<file path="config.mk">
export PLATFORM = sky130hd
export DESIGN_NAME = regfile_wb_arbiter
export DESIGN_NICKNAME = d
export VERILOG_FILES = /design/src/rtl/regfile_wb_arbiter.sv
export SDC_FILE = /design/constraint.sdc
export NUM_CORES = 1
export LEC_CHECK = 0
export CAP_MARGIN = 20
export CORE_MARGIN = 2
export CORE_UTILIZATION = 40
export CTS_CLUSTER_DIAMETER = 150
export DETAILED_ROUTE_END_ITERATION = 12
export MAX_ROUTING_LAYER = met4
export PLACE_DENSITY_LB_ADDON = 0.25
export SLEW_MARGIN = 15
export SYNTH_ARGS = -nofsm -noshare
export SYNTH_HDL_FRONTEND = slang
export SYNTH_SLANG_ARGS = --single-unit
</file>
<file path="constraint.sdc">
create_clock -name clk -period 3.4 [get_ports clk]
set_clock_uncertainty 0.15 [all_clocks]
set_input_delay 0.68 -clock clk [delete_from_list [all_inputs] [get_ports clk]]
set_output_delay 0.68 -clock clk [all_outputs]
set_load 0.1 [all_outputs]
</file>
<file path="src/rtl/regfile_wb_arbiter.sv">
// Two-source writeback arbiter for a register file: the load unit normally wins,
// and the ALU is forced through after STARVE_LIMIT consecutive stalled cycles.
module regfile_wb_arbiter #(
  parameter int STARVE_LIMIT = 4
) (
  input  logic        clk,
  input  logic        rst,
  input  logic        wb0_valid,
  input  logic [2:0]  wb0_dest,
  input  logic [15:0] wb0_data,
  output logic        wb0_ready,
  input  logic        wb1_valid,
  input  logic [2:0]  wb1_dest,
  input  logic [15:0] wb1_data,
  output logic        wb1_ready,
  output logic        reg_write_en,
  output logic [2:0]  reg_write_dest,
  output logic [15:0] reg_write_data,
  output logic        grant_id
);

  localparam logic [2:0] LIMIT = 3'(STARVE_LIMIT);

  typedef enum logic {NORMAL, FORCE0} state_t;

  state_t      r_state;
  state_t      w_stateNext;
  logic [2:0]  r_starveCnt;
  logic [2:0]  w_starveNext;
  logic        w_grant0;
  logic        w_grant1;

  // State and starvation count move together; FORCE0 marks a saturated count.
  always_ff @(posedge clk) begin
    if (rst) begin
      r_state     <= NORMAL;
      r_starveCnt <= 3'd0;
    end else begin
      r_state     <= w_stateNext;
      r_starveCnt <= w_starveNext;
    end
  end

  always_comb begin
    w_grant0     = 1'b0;
    w_grant1     = 1'b0;
    w_starveNext = 3'd0;
    w_stateNext  = NORMAL;
    if (!rst) begin
      if (wb0_valid && (r_state == FORCE0 || !wb1_valid)) begin
        w_grant0 = 1'b1;
      end else if (wb1_valid) begin
        w_grant1 = 1'b1;
      end
    end
    if (wb0_valid && !w_grant0) begin
      w_starveNext = r_starveCnt + 3'd1;
    end
    if (w_starveNext == LIMIT) begin
      w_stateNext = FORCE0;
    end
  end

  assign wb0_ready = w_grant0;
  assign wb1_ready = w_grant1;

  // Write port is registered; index/data/source hold when no transfer occurs.
  always_ff @(posedge clk) begin
    if (rst) begin
      reg_write_en   <= 1'b0;
      reg_write_dest <= 3'd0;
      reg_write_data <= 16'd0;
      grant_id       <= 1'b0;
    end else if (w_grant1) begin
      reg_write_en   <= 1'b1;
      reg_write_dest <= wb1_dest;
      reg_write_data <= wb1_data;
      grant_id       <= 1'b1;
    end else if (w_grant0) begin
      reg_write_en   <= 1'b1;
      reg_write_dest <= wb0_dest;
      reg_write_data <= wb0_data;
      grant_id       <= 1'b0;
    end else begin
      reg_write_en   <= 1'b0;
    end
  end

endmodule

</file>
=== Yosys cells after proc, flatten, opt, wreduce, memory -nomap -nowiden ===
Cells that the tools add are included.

* Add/sub/neg operators: 1
* Multipliers: 0
* Divide/modulo/power cells: 0
* Order comparisons: 0
* Eq/ne operators: 1
* Shift-type cells: 0
* Muxes and demuxes: 15
* Bitwise logic cells: 0
* Reductions and logical operators: 6

{| class="wikitable"
|+ Operators by type and width
! kind !! number
|-
| $mux 16 || 2
|-
| $mux 1 || 10
|-
| $mux 3 || 3
|-
| $add 3x1->3 const B || 1
|-
| $eq 3x3->1 const B || 1
|-
| $logic_and 1x1->1 || 2
|-
| $logic_not 1->1 || 2
|-
| $reduce_bool 2->1 || 1
|-
| $logic_or 1x1->1 || 1
|}

* Register bits after elaboration: 25
* Bits in latches: 0
* Bits in writable memories: 0
* Bits in read-only memories: 0
* Input bits: 42
* Output and inout bits: 23
* Logic and storage cells: 29
* Memories kept: 0

=== Depth between registers and ports, before layout ===
Gate-level depths: netlist (run 1).

* Depth in word-level cells: 10
* Gate-level depth with buffers: 5
* Gate-level depth less buffers: 3

=== Worst setup path after synthesis (run 1) ===
OpenSTA, ideal clock, no wires.

* Path kind: input port to output port
* From: input port rst
* To: output port wb0_ready
* Arrival: 3074 ps
* Data required time: 2570 ps
* Path slack: -504 ps
* Cell stages on the path: 2
* Buffers on the path: 1
* Cells stage by stage: clkbuf_1 nor3b_1

* Longest elaborated chain between the ends: 1

{| class="wikitable"
|+ Ends and longest elaborated chain
! element !! line !! RTL
|-
| start, declared || 7 || <nowiki>input logic rst,</nowiki>
|-
| $mux 1 || 49 || <nowiki>if (!rst) begin</nowiki>
|-
| end, declared || 11 || <nowiki>output logic wb0_ready,</nowiki>
|}

No other way between the ends.

=== Worst setup path after layout (run 1) ===
* From: input port wb1_valid
* To: output port wb1_ready

* Longest elaborated chain between the ends: 5
* Elaborated cells between the ends (all ways): 6
* Those cells by class: mux: 3; reduce/logical: 3

{| class="wikitable"
|+ Ends and longest elaborated chain
! element !! line !! RTL
|-
| start, declared || 12 || <nowiki>input logic wb1_valid,</nowiki>
|-
| $logic_not 1->1 || 50 || <nowiki>if (wb0_valid && (r_state == FORCE0 || !wb1_valid)) begin</nowiki>
|-
| $logic_or 1x1->1 || 50 ||
|-
| $logic_and 1x1->1 || 50 ||
|-
| $mux 1 * || 50 ||
|-
| $mux 1 * || 49 ||
|-
| end, declared || 15 || <nowiki>output logic wb1_ready,</nowiki>
|}

Every way passes the cells marked *; elsewhere a longest branch is shown, timed or not.

==> results of run 1 <==
==> power groups by stage <==
stage | combinational [W] | clock, W | sequential [W]
after floorplan | 0.0000527 | 0 | 0.000475
after global placement | 0.000289 | 0 | 0.000332
after detailed placement | 0.000291 | 0 | 0.000332
after CTS | 0.000292 | 0.000142 | 0.000326
after global routing | 0.000303 | 0.000152 | 0.000329
final | 0.000292 | 0.000139 | 0.000326
==> cell usage in the layout, fill, tap and decap left out, drive strengths merged <==
cell type and instances:
clkinvlp 1, buf 28, dfxtp 25, nor2 7
inv 20, a221o 19, nor3 1, xnor2 1
nand2 1, clkbuf 3, nor3b 1, nand3b 1
clkdlybuf4s50 41, and3b 1, nor4b 1, a2111oi 19
ha 1, o21ba 1, nor2b 1
==> layout make-up <==
cell class	count	area (um^2)
Fill cell	227	942.2
Tap cell	31	38.79
Clock inverter	1	7.507
Multi-Input combinational cell	55	478.0
Inverter	20	75.07
Sequential cell	25	500.5
Clock buffer	3	22.52
Timing Repair Buffer	69	645.6
==> path summary, 6_finish.rpt <==
| check | start | end | slack, ns |
|---|---|---|---|
| max | wb1_valid | wb1_ready | 0.57 |
| min | r_starveCnt[0]$_SDFF_PP0_ | r_starveCnt[0]$_SDFF_PP0_ | 0.30 |
| max reg2reg | r_state$_SDFF_PP0_ | reg_write_data[10]$_SDFFE_PP0P_ | 1.85 |
| min reg2reg | r_starveCnt[0]$_SDFF_PP0_ | r_starveCnt[0]$_SDFF_PP0_ | 0.30 |
==> worst register-to-register path, stage by stage, from the launching register on <==
cell and delay [ns]:
dfxtp_1 0.38, nand2_2 0.07, buf_4 0.20, a2111oi_0 0.54, a221o_1 0.18
==> cell usage after synthesis, drive strengths merged, types with 4 or more instances <==
| library cell | n | share of area (%) |
|---|---|---|
| buf | 4 | 3.5 |
| inv | 20 | 6.7 |
| clkbuf | 7 | 2.4 |
| dfxtp | 25 | 45 |
| nor2 | 7 | 2.4 |
| a2111oi | 19 | 15 |
| a221o | 19 | 17 |
==> flip-flops by register name (all words and copies together) (netlist names) <==
signal / count
reg_write_data: 16
grant_id: 1
r_starveCnt: 3
r_state: 1
reg_write_en: 1
reg_write_dest: 3
==> layer usage <==
| layer | vias to the layer above | part of all wire, % | GRT usage [%] |
|---|---|---|---|
| li1 | 555 | - | - |
| met1 | 540 | 44 | 24.47 |
| met2 | 43 | 49 | 34.39 |
| met3 | 2 | 7.2 | 4.608 |
| met4 | 0 | 0.55 | 5.980 |
| met5 | - | 0 | - |
==> logic make-up after synthesis <==
group                    after synthesis  share of synthesized area (%)
AO/OA/AOI/OAI                         39                          32.92
XOR/XNOR                               1                         0.7867
adder cells (fa/ha/maj)                1                          1.123
buffers and inverters                 31                          12.58
flip-flops                            25                          44.94
AND/OR/NAND/NOR                       14                          7.642
==> metrics by stage <==
| stage | std cells | util [%] | power, W | worst slack, ns | cell area [um^2] |
|---|---|---|---|---|---|
| 2_1_floorplan | 111 | - | 0.0005273 | 0.4830 | 1119 |
| 3_3_place_gp | 199 | 63.85 | 0.0006208 | 0.5713 | 1730 |
| 3_5_place_dp | 199 | 63.85 | 0.0006233 | 0.5279 | 1730 |
| 4_1_cts | 203 | 64.96 | 0.0007605 | 0.5765 | 1760 |
| 5_1_grt | 204 | 65.24 | 0.0007843 | 0.5248 | 1768 |
| 6_report | 204 | 65.24 | 0.0007574 | 0.5676 | 1768 |
==> reports/qor.csv, run 1 <==
metric;value;unit
register clock-pin slew on the reported worst setup and hold paths;0.15;ns
type of element capturing the critical path;output port;
Syn Inst Count;111;
RSZ-0062 raised after global routing;false;
CP max stage delay;0.65;ns
Via Count;1140;
H-tree levels;1;
post-synthesis average cell area;10.03;um^2
CP Data Arrival Time;2.00;ns
worst-case headroom to the max-slew limit;64.85;%
Leak;0.7490;nW
Syn Nets;154;
outcome;completed;
Starting DRT DRC Count;35;
Num CTS Buffers;3;
Clk Latency, worst-skew pair;0.32;ns
via/cell ratio;5.588;
HP Class;reg2reg;
final period utilization;83.31;%
register share of total power;43.0;%
final slew viol count;0;
fin nets;217;
Total GRT Usage;20.45;%
number of synthesized flops with an enable pin;0;
maxcap violations;0;
grt ovf;0;
share of total power in combinational logic;38.6;%
first-pass detailed-route iteration total;4;
CTS root buf;clkbuf_4;
CP cell instances;clkdlybuf4s50_1 -> and3b_4 -> buf_12;
ant diodes;0;
number of global-route vias before repair;1172;
DIE WIDTH;56.76;um
initial antenna violation count;0;
die height;56.76;um
first-pass GRT wire length;5119;um
total setup buffers inserted after CTS;0;
peak supply drop;0.3500;mV
Ports;65;
fraction of registers with async set/reset;0;%
Seq cells post-synth;25;
Stages on worst setup path;3;
Mapped Area;0.001114;mm^2
Die ar.;0.003222;mm^2
Final Hold Slack;0.3036;ns
clock buffer depth;2;
highest clock rate;353.1;MHz
setup TNS;0;ns
yosys warns;0;
Power per Cell Area;428.4;mW/mm^2
Pint;0.0004531;W
crit path time final;2.832;ns
worst slew pin tran;0.5140;ns
CTS Sinks;25;
dpl hpwl;2263;um
Hold Crit Depth;1;
clock share of power;18.4;%
Resize count post-CTS;0;
Starting Density;41.09;%
Rows;19;
Slowest cell on crit path;clkdlybuf4s50_1;
Layout area overhead;58.76;%
depth of the most critical reg-to-reg path;4;
# setup viols final;0;
crit-path max FO;20;
pin count of the biggest net entering global routing;25;
wire per inst;15.21;um
Worst Path Required;2.57;ns
sequential share of the synthesized area;44.94;%
CP Class;in2out;
# port buffers;64;
drt drc;0;
Worst Setup Start Kind;input pin;
worst path bufs/invs;2;
post-synthesis cell type count;18;
CTS tree;yes;
switching part of the total;40.18;%
WL final;3103;um
Routed Antenna Nets;0;
Net Sw Power;0.0003044;W
Core Area;0.002710;mm^2
share of cells above drive strength 1;21.39;%
most common flop cell mapped by yosys;dfxtp_1;
Crit path max-delay family;buffers and inverters;
Hold-fix buffers, CTS;0;
Final GP Congestion;0.7142;
Final Hold Viols;0;
Note: power is estimated with default switching activity, not from simulation.
==> inputs of run 2 (changes only) <==
CORE_UTILIZATION = 37   (was 40)
clock period = 2.62 ns   (was 3.4 ns; I/O delays follow)
==> run 2 against run 1 <==
Compared with the run above: the flow now finishes with violations (design-rule violations); critical path type unchanged; count of clock-buffer cells in the layout is 1 higher; final cell count up 0.98%; sequential power up 30%.
==> reports/qor.csv, run 2 (synthesis gave the netlist of run 1 again) <==
metric;value;unit;change
die height;58.86;um;+3.7%
CP Class;in2out;;
Clk Latency, worst-skew pair;0.30;ns;-0.02 ns
Die ar.;0.003465;mm^2;+7.5%
Slowest cell on crit path;clkdlybuf4s50_1;;
Tot Pwr;0.0009726;W;+28%
Ports;65;;unchanged
CTS root buf;clkbuf_4;;
Reg with most FFs;reg_write_data;;
share of cells above drive strength 1;21.71;%;+0.33 points
Placed Instances;202;;+1.5%
total setup buffers inserted after CTS;0;;unchanged
CP max stage delay;0.54;ns;-0.11 ns
Layout area overhead;60.34;%;
leading cell type in the layout, fill and taps excluded;clkdlybuf4s50_1;;
# setup viols final;0;;unchanged
Resize count post-CTS;0;;unchanged
type of element capturing the critical path;output port;;
RSZ-0062 raised after global routing;false;;
initial antenna violation count;0;;unchanged
worst slew pin tran;0.7196;ns;+0.2056 ns
clock buffer depth;2;;unchanged
first-pass GRT wire length;5216;um;+1.9%
GR peak layer;met2;;
dpl hpwl;2299;um;+1.6%
Final GP Congestion;0.7621;;+6.7%
pin count of the biggest net entering global routing;21;;-16%
failing checks;design-rule violations;;
peak supply drop;0.2994;mV;-14%
CTS tree;yes;;
worst-case headroom to the max-slew limit;51.87;%;-13 points
Hold-fix buffers, CTS;0;;unchanged
drt drc;4;;+4
M2 GR Usage;34.13;%;-0.26 points
final period utilization;94.64;%;
Num CTS Buffers;3;;unchanged
Total GRT Usage;19.78;%;-0.67 points
ant diodes;0;;unchanged
crit-path max FO;20;;unchanged
outcome;finished with violations;;
Starting Density;39.70;%;-1.4 points
CP cell instances;clkdlybuf4s50_1 -> nand2_2 -> and3b_4 -> buf_12;;
Final Non-Filler Cells;206;;+0.98%
WL final;3085;um;-0.58%
highest clock rate;403.3;MHz;
Via Count;1114;;-2.3%
filler instances;247;;+8.8%
crit path time final;2.480;ns;
Final Hold Viols;0;;unchanged
number of global-route vias before repair;1153;;-1.6%
setup TNS;0;ns;unchanged
HP Class;reg2reg;;
DIE WIDTH;58.86;um;+3.7%
maxcap violations;0;;unchanged
Place WS;0.05754;ns;-0.4703 ns
Core Area;0.002805;mm^2;+3.5%
Layout Utilization;63.65;%;-1.6 points
Final WS setup;0.1403;ns;-0.4273 ns
# port buffers;64;;unchanged
grt met1 use;24.76;%;+0.29 points
max reg flops;16;;unchanged
commonest cells after routing, fill and taps aside;41 x clkdlybuf4s50_1, 28 x buf_4, 25 x dfxtp_1, 20 x inv_1;;
met3 Usage GRT;3.956;%;-0.65 points
final slew viol count;0;;unchanged
Routed Antenna Nets;0;;unchanged
CTS Sinks;25;;unchanged
H-tree levels;1;;unchanged
via/cell ratio;5.408;;-3.2%
CP Data Arrival Time;1.81;ns;-0.19 ns
first-pass detailed-route iteration total;8;;+4
Rows;19;;unchanged
register clock-pin slew on the reported worst setup and hold paths;0.13;ns;-0.02 ns
Worst Setup Start Kind;input pin;;
fin nets;219;;+0.92%
grt ovf;0;;unchanged
Leak;0.7618;nW;+1.7%
Starting DRT DRC Count;29;;-17%
Worst Path Required;1.95;ns;-0.62 ns
Power per Cell Area;544.7;mW/mm^2;+27%
wire per inst;14.98;um;-1.5%
Largest regs;reg_write_data: 16 flops, r_starveCnt: 3 flops, reg_write_dest: 3 flops;;
## run 2: cell count changes in the layout (fill, tap and decap cells not counted), sizes merged
| cell | previous run | this run |
|---|---|---|
| clkbuf | 3 | 4 |
| buf | 28 | 30 |
| clkinvlp | 1 | 0 |
## run 2: area by class of cell
cell class / count / area (um^2) / share of cell area, %
clock buffer: 4 / 26.28 / 1.472
inverter: 20 / 75.07 / 4.205
multi-input combinational: 55 / 484.2 / 27.12
sequential: 25 / 500.5 / 28.03
tap: 31 / 38.79 / 2.172
timing repair buffer: 71 / 660.6 / 37.00
## run 2: worst max-delay path, delay by kind of cell
kind                   cells  cell delay [ns]
buffers and inverters      2             0.76
and+or+nand+nor            2             0.51
## run 2: power by group
part	total, W	internal [W]	switching, W
Clock	0.000168	0.0000593	0.000109
Sequential	0.000423	0.000407	0.0000158
Combinational	0.000382	0.000125	0.000257
## run 2: layer usage
layer	share of wire [%]	vias up
li1	-	558
met1	43	505
met2	49	49
met3	7.8	2
met4	0.55	0
met5	0	-
## run 2: final timing paths
check	slack, ns	depth (start not counted)	start	endpoint
min reg2reg	0.32	1	r_starveCnt[0]$_SDFF_PP0_	r_starveCnt[0]$_SDFF_PP0_
min	0.32	1	r_starveCnt[0]$_SDFF_PP0_	r_starveCnt[0]$_SDFF_PP0_
max	0.14	4	wb0_valid	wb1_ready
max reg2reg	1.12	4	r_state$_SDFF_PP0_	reg_write_data[8]$_SDFFE_PP0P_
## run 2: per-stage QoR
stage / instance area, um^2 / hold slack, ns
3_5_place_dp: 1753 / 0.2904
5_1_grt: 1785 / 0.3355
4_1_cts: 1779 / 0.3099
2_1_floorplan: 1119 / 0.2627
6_report: 1785 / 0.3157
3_3_place_gp: 1753 / 0.2708
==> inputs of run 3 (changes only) <==
==> constraint.sdc (replaced) <==
create_clock -name clk -period 2.62 [get_ports clk]
set_clock_uncertainty 0.15 [all_clocks]
set_input_delay 0.786 -clock clk [delete_from_list [all_inputs] [get_ports clk]]
set_output_delay 0.786 -clock clk [all_outputs]
set_load 0.1 [all_outputs]
==> run 3 against run 2 <==
Compared with the run above: the flow still finishes with violations (design-rule violations); die area is the same; flip-flop and latch count is the same; first-iteration DRC count grew 72%; combinational power grew 2%; critical path depth is the same; register-to-register slack is essentially flat; highest routed layer unchanged; via count grew 5.1%; clock power shrank 2%; power grew 0.31%; routed wire length grew 5.4%.
==> reports/qor.csv, run 3 (synthesis gave the netlist of run 1 again) <==
metric;value;unit;change
outcome;finished with violations;;
failing checks;design-rule violations;;
hold wc startpoint;r_starveCnt[0]$_SDFF_PP0_;;
setup TNS;0;ns;unchanged
register clock-pin slew on the reported worst setup and hold paths;0.12;ns;about the same
Starting Density;39.70;%;unchanged
switching part of the total;38.99;%;-0.21 points
share of total power in combinational logic;39.8;%;+0.6 points
Power per Cell Area;534.1;mW/mm^2;-2.0%
Worst R2R Setup Slack;1.11;ns;about the same
Net Sw Power;0.0003804;W;-0.23%
initial antenna violation count;0;;unchanged
dpl hpwl;2479;um;+7.8%
crit-path max FO;4;;-80%
Worst Path Required;1.68;ns;-0.27 ns
met1 wire length;1283;um;-2.5%
CP Data Arrival Time;1.63;ns;-0.18 ns
RSZ-0062 raised after global routing;false;;
Ports;65;;unchanged
Layout area overhead;64.04;%;
ant diodes;0;;unchanged
Starting DRT DRC Count;50;;+72%
Crit path max-delay family;buffers and inverters;;
CP Class;in2out;;
first-pass detailed-route iteration total;8;;unchanged
number of global-route vias before repair;1191;;+3.3%
Core Area;0.002805;mm^2;unchanged
Worst Setup Start Kind;input pin;;
wire per inst;15.41;um;+2.9%
maxcap violations;0;;unchanged
drt drc;5;;+1
max reg flops;16;;unchanged
worst slew pin tran;0.3995;ns;-0.3201 ns
Num CTS Buffers;3;;unchanged
type of element capturing the critical path;output port;;
Total GRT Usage;20.51;%;+0.72 points
Leak;0.7975;nW;+4.7%
highest clock rate;389.0;MHz;-3.5%
CP cell instances;dlygate4sd2_1 -> nor2b_4 -> nor3b_4 -> buf_12;;
leading cell type in the layout, fill and taps excluded;clkdlybuf4s50_1;;
share of cells above drive strength 1;24.44;%;+2.7 points
fin area;0.001827;mm^2;+2.3%
CTS tree;yes;;
# port buffers;64;;unchanged
Reg with most FFs;reg_write_data;;
metal2 WL;1702;um;+13%
WL final;3252;um;+5.4%
Routed Antenna Nets;0;;unchanged
worst-case headroom to the max-slew limit;72.68;%;+21 points
HP Class;reg2reg;;
grt ovf;0;;unchanged
Pint;0.0005952;W;+0.66%
Die ar.;0.003465;mm^2;unchanged
final period utilization;98.12;%;+3.5 points
Rows;19;;unchanged
hold endpoint;r_starveCnt[0]$_SDFF_PP0_;;
DR top layer;met4;;
DIE WIDTH;58.86;um;unchanged
first-pass GRT wire length;5292;um;+1.5%
met3 routed WL;229;um;-4.6%
CP max stage delay;0.27;ns;-0.27 ns
Final Hold Slack;0.3167;ns;+0.0009830 ns
Via Count;1171;;+5.1%
Slowest cell on crit path;dlygate4sd2_1;;
CTS root buf;clkbuf_4;;
Final GP Congestion;0.7279;;-4.5%
commonest cells after routing, fill and taps aside;38 x clkdlybuf4s50_1, 33 x buf_4, 25 x dfxtp_1, 20 x inv_1;;
Largest regs;reg_write_data: 16 flops, r_starveCnt: 3 flops, reg_write_dest: 3 flops;;
Reg-to-Reg Start;r_state$_SDFF_PP0_;;
H-tree levels;1;;unchanged
clock buffer depth;2;;unchanged
worst path bufs/invs;2;;unchanged
final slew viol count;0;;unchanged
crit path time final;2.571;ns;+0.09116 ns
register share of total power;43.3;%;-0.2 points
pin count of the biggest net entering global routing;24;;+14%
peak supply drop;0.3446;mV;+15%
via/cell ratio;5.550;;+2.6%
R2R Path End;reg_write_data[0]$_SDFFE_PP0P_;;
placed cell areas;0.001804;mm^2;+2.9%
Hold Crit Depth;1;;unchanged
Final Hold Viols;0;;unchanged
clock share of power;16.8;%;-0.5 points
CTS Sinks;25;;unchanged
# setup viols final;0;;unchanged
die height;58.86;um;unchanged
depth of the most critical reg-to-reg path;4;;unchanged
Clk Latency, worst-skew pair;0.30;ns;about the same
fin nets;224;;+2.3%
run 3: worst max path at each step:
stage                    from         to  slack (ns)  cells after the start
finish              wb1_valid  wb0_ready        0.05                      4
global route        wb1_valid  wb0_ready        0.02                      4
CTS                 wb1_valid  wb0_ready        0.05                      4
detailed placement  wb1_valid  wb0_ready       -0.16                      4
global placement    wb1_valid  wb0_ready       -0.14                      4
floorplan           wb1_valid  wb0_ready       -0.07                      2
run 3: power by group through the flow:
stage | sequential, W | clock (W) | combinational, W
after floorplan | 0.000616 | 0 | 0.0000719
after global placement | 0.000430 | 0 | 0.000387
after detailed placement | 0.000431 | 0 | 0.000391
after CTS | 0.000423 | 0.000171 | 0.000390
after global routing | 0.000425 | 0.000185 | 0.000404
final | 0.000423 | 0.000164 | 0.000388
run 3: routing by layer:
metal	global-route usage (%)	vias up
li1	-	565
met1	22.24	556
met2	36.98	46
met3	5.495	4
met4	4.870	0
met5	-	-
run 3: final cells by class:
type	instances	area, um^2
Fill cell	246	978.4
Timing Repair Buffer	76	694.4
Sequential cell	25	500.5
Multi-Input combinational cell	55	491.7
Inverter	20	75.07
Tap cell	31	38.79
Clock buffer	4	26.28
run 3: worst register-to-register path, cell delays in order (launching register included):
cell,delay [ns]
dfxtp_1,0.41
nand2_2,0.07
and3b_4,0.21
buf_4,0.20
a221o_1,0.37
run 3: metrics by stage:
stage               std cells  util [%]  setup slack (ns)   power, W
finish                    211     65.12           0.04916  0.0009756
global route              211     65.12           0.02232   0.001014
CTS                       211     65.12           0.04508  0.0009835
detailed placement        207     64.32           -0.1646  0.0008216
global placement          207     64.32           -0.1400  0.0008173
floorplan                 111         -          -0.07355  0.0006877
run 3: timing repair:
item | 4_1_cts | 5_1_grt
setup buffers | 0 | 0
resized for setup | 3 | 0
hold buffers | 0 | 0
endpoints found under the hold margin | 0 | 0
endpoints found under the setup margin | 2 | 0
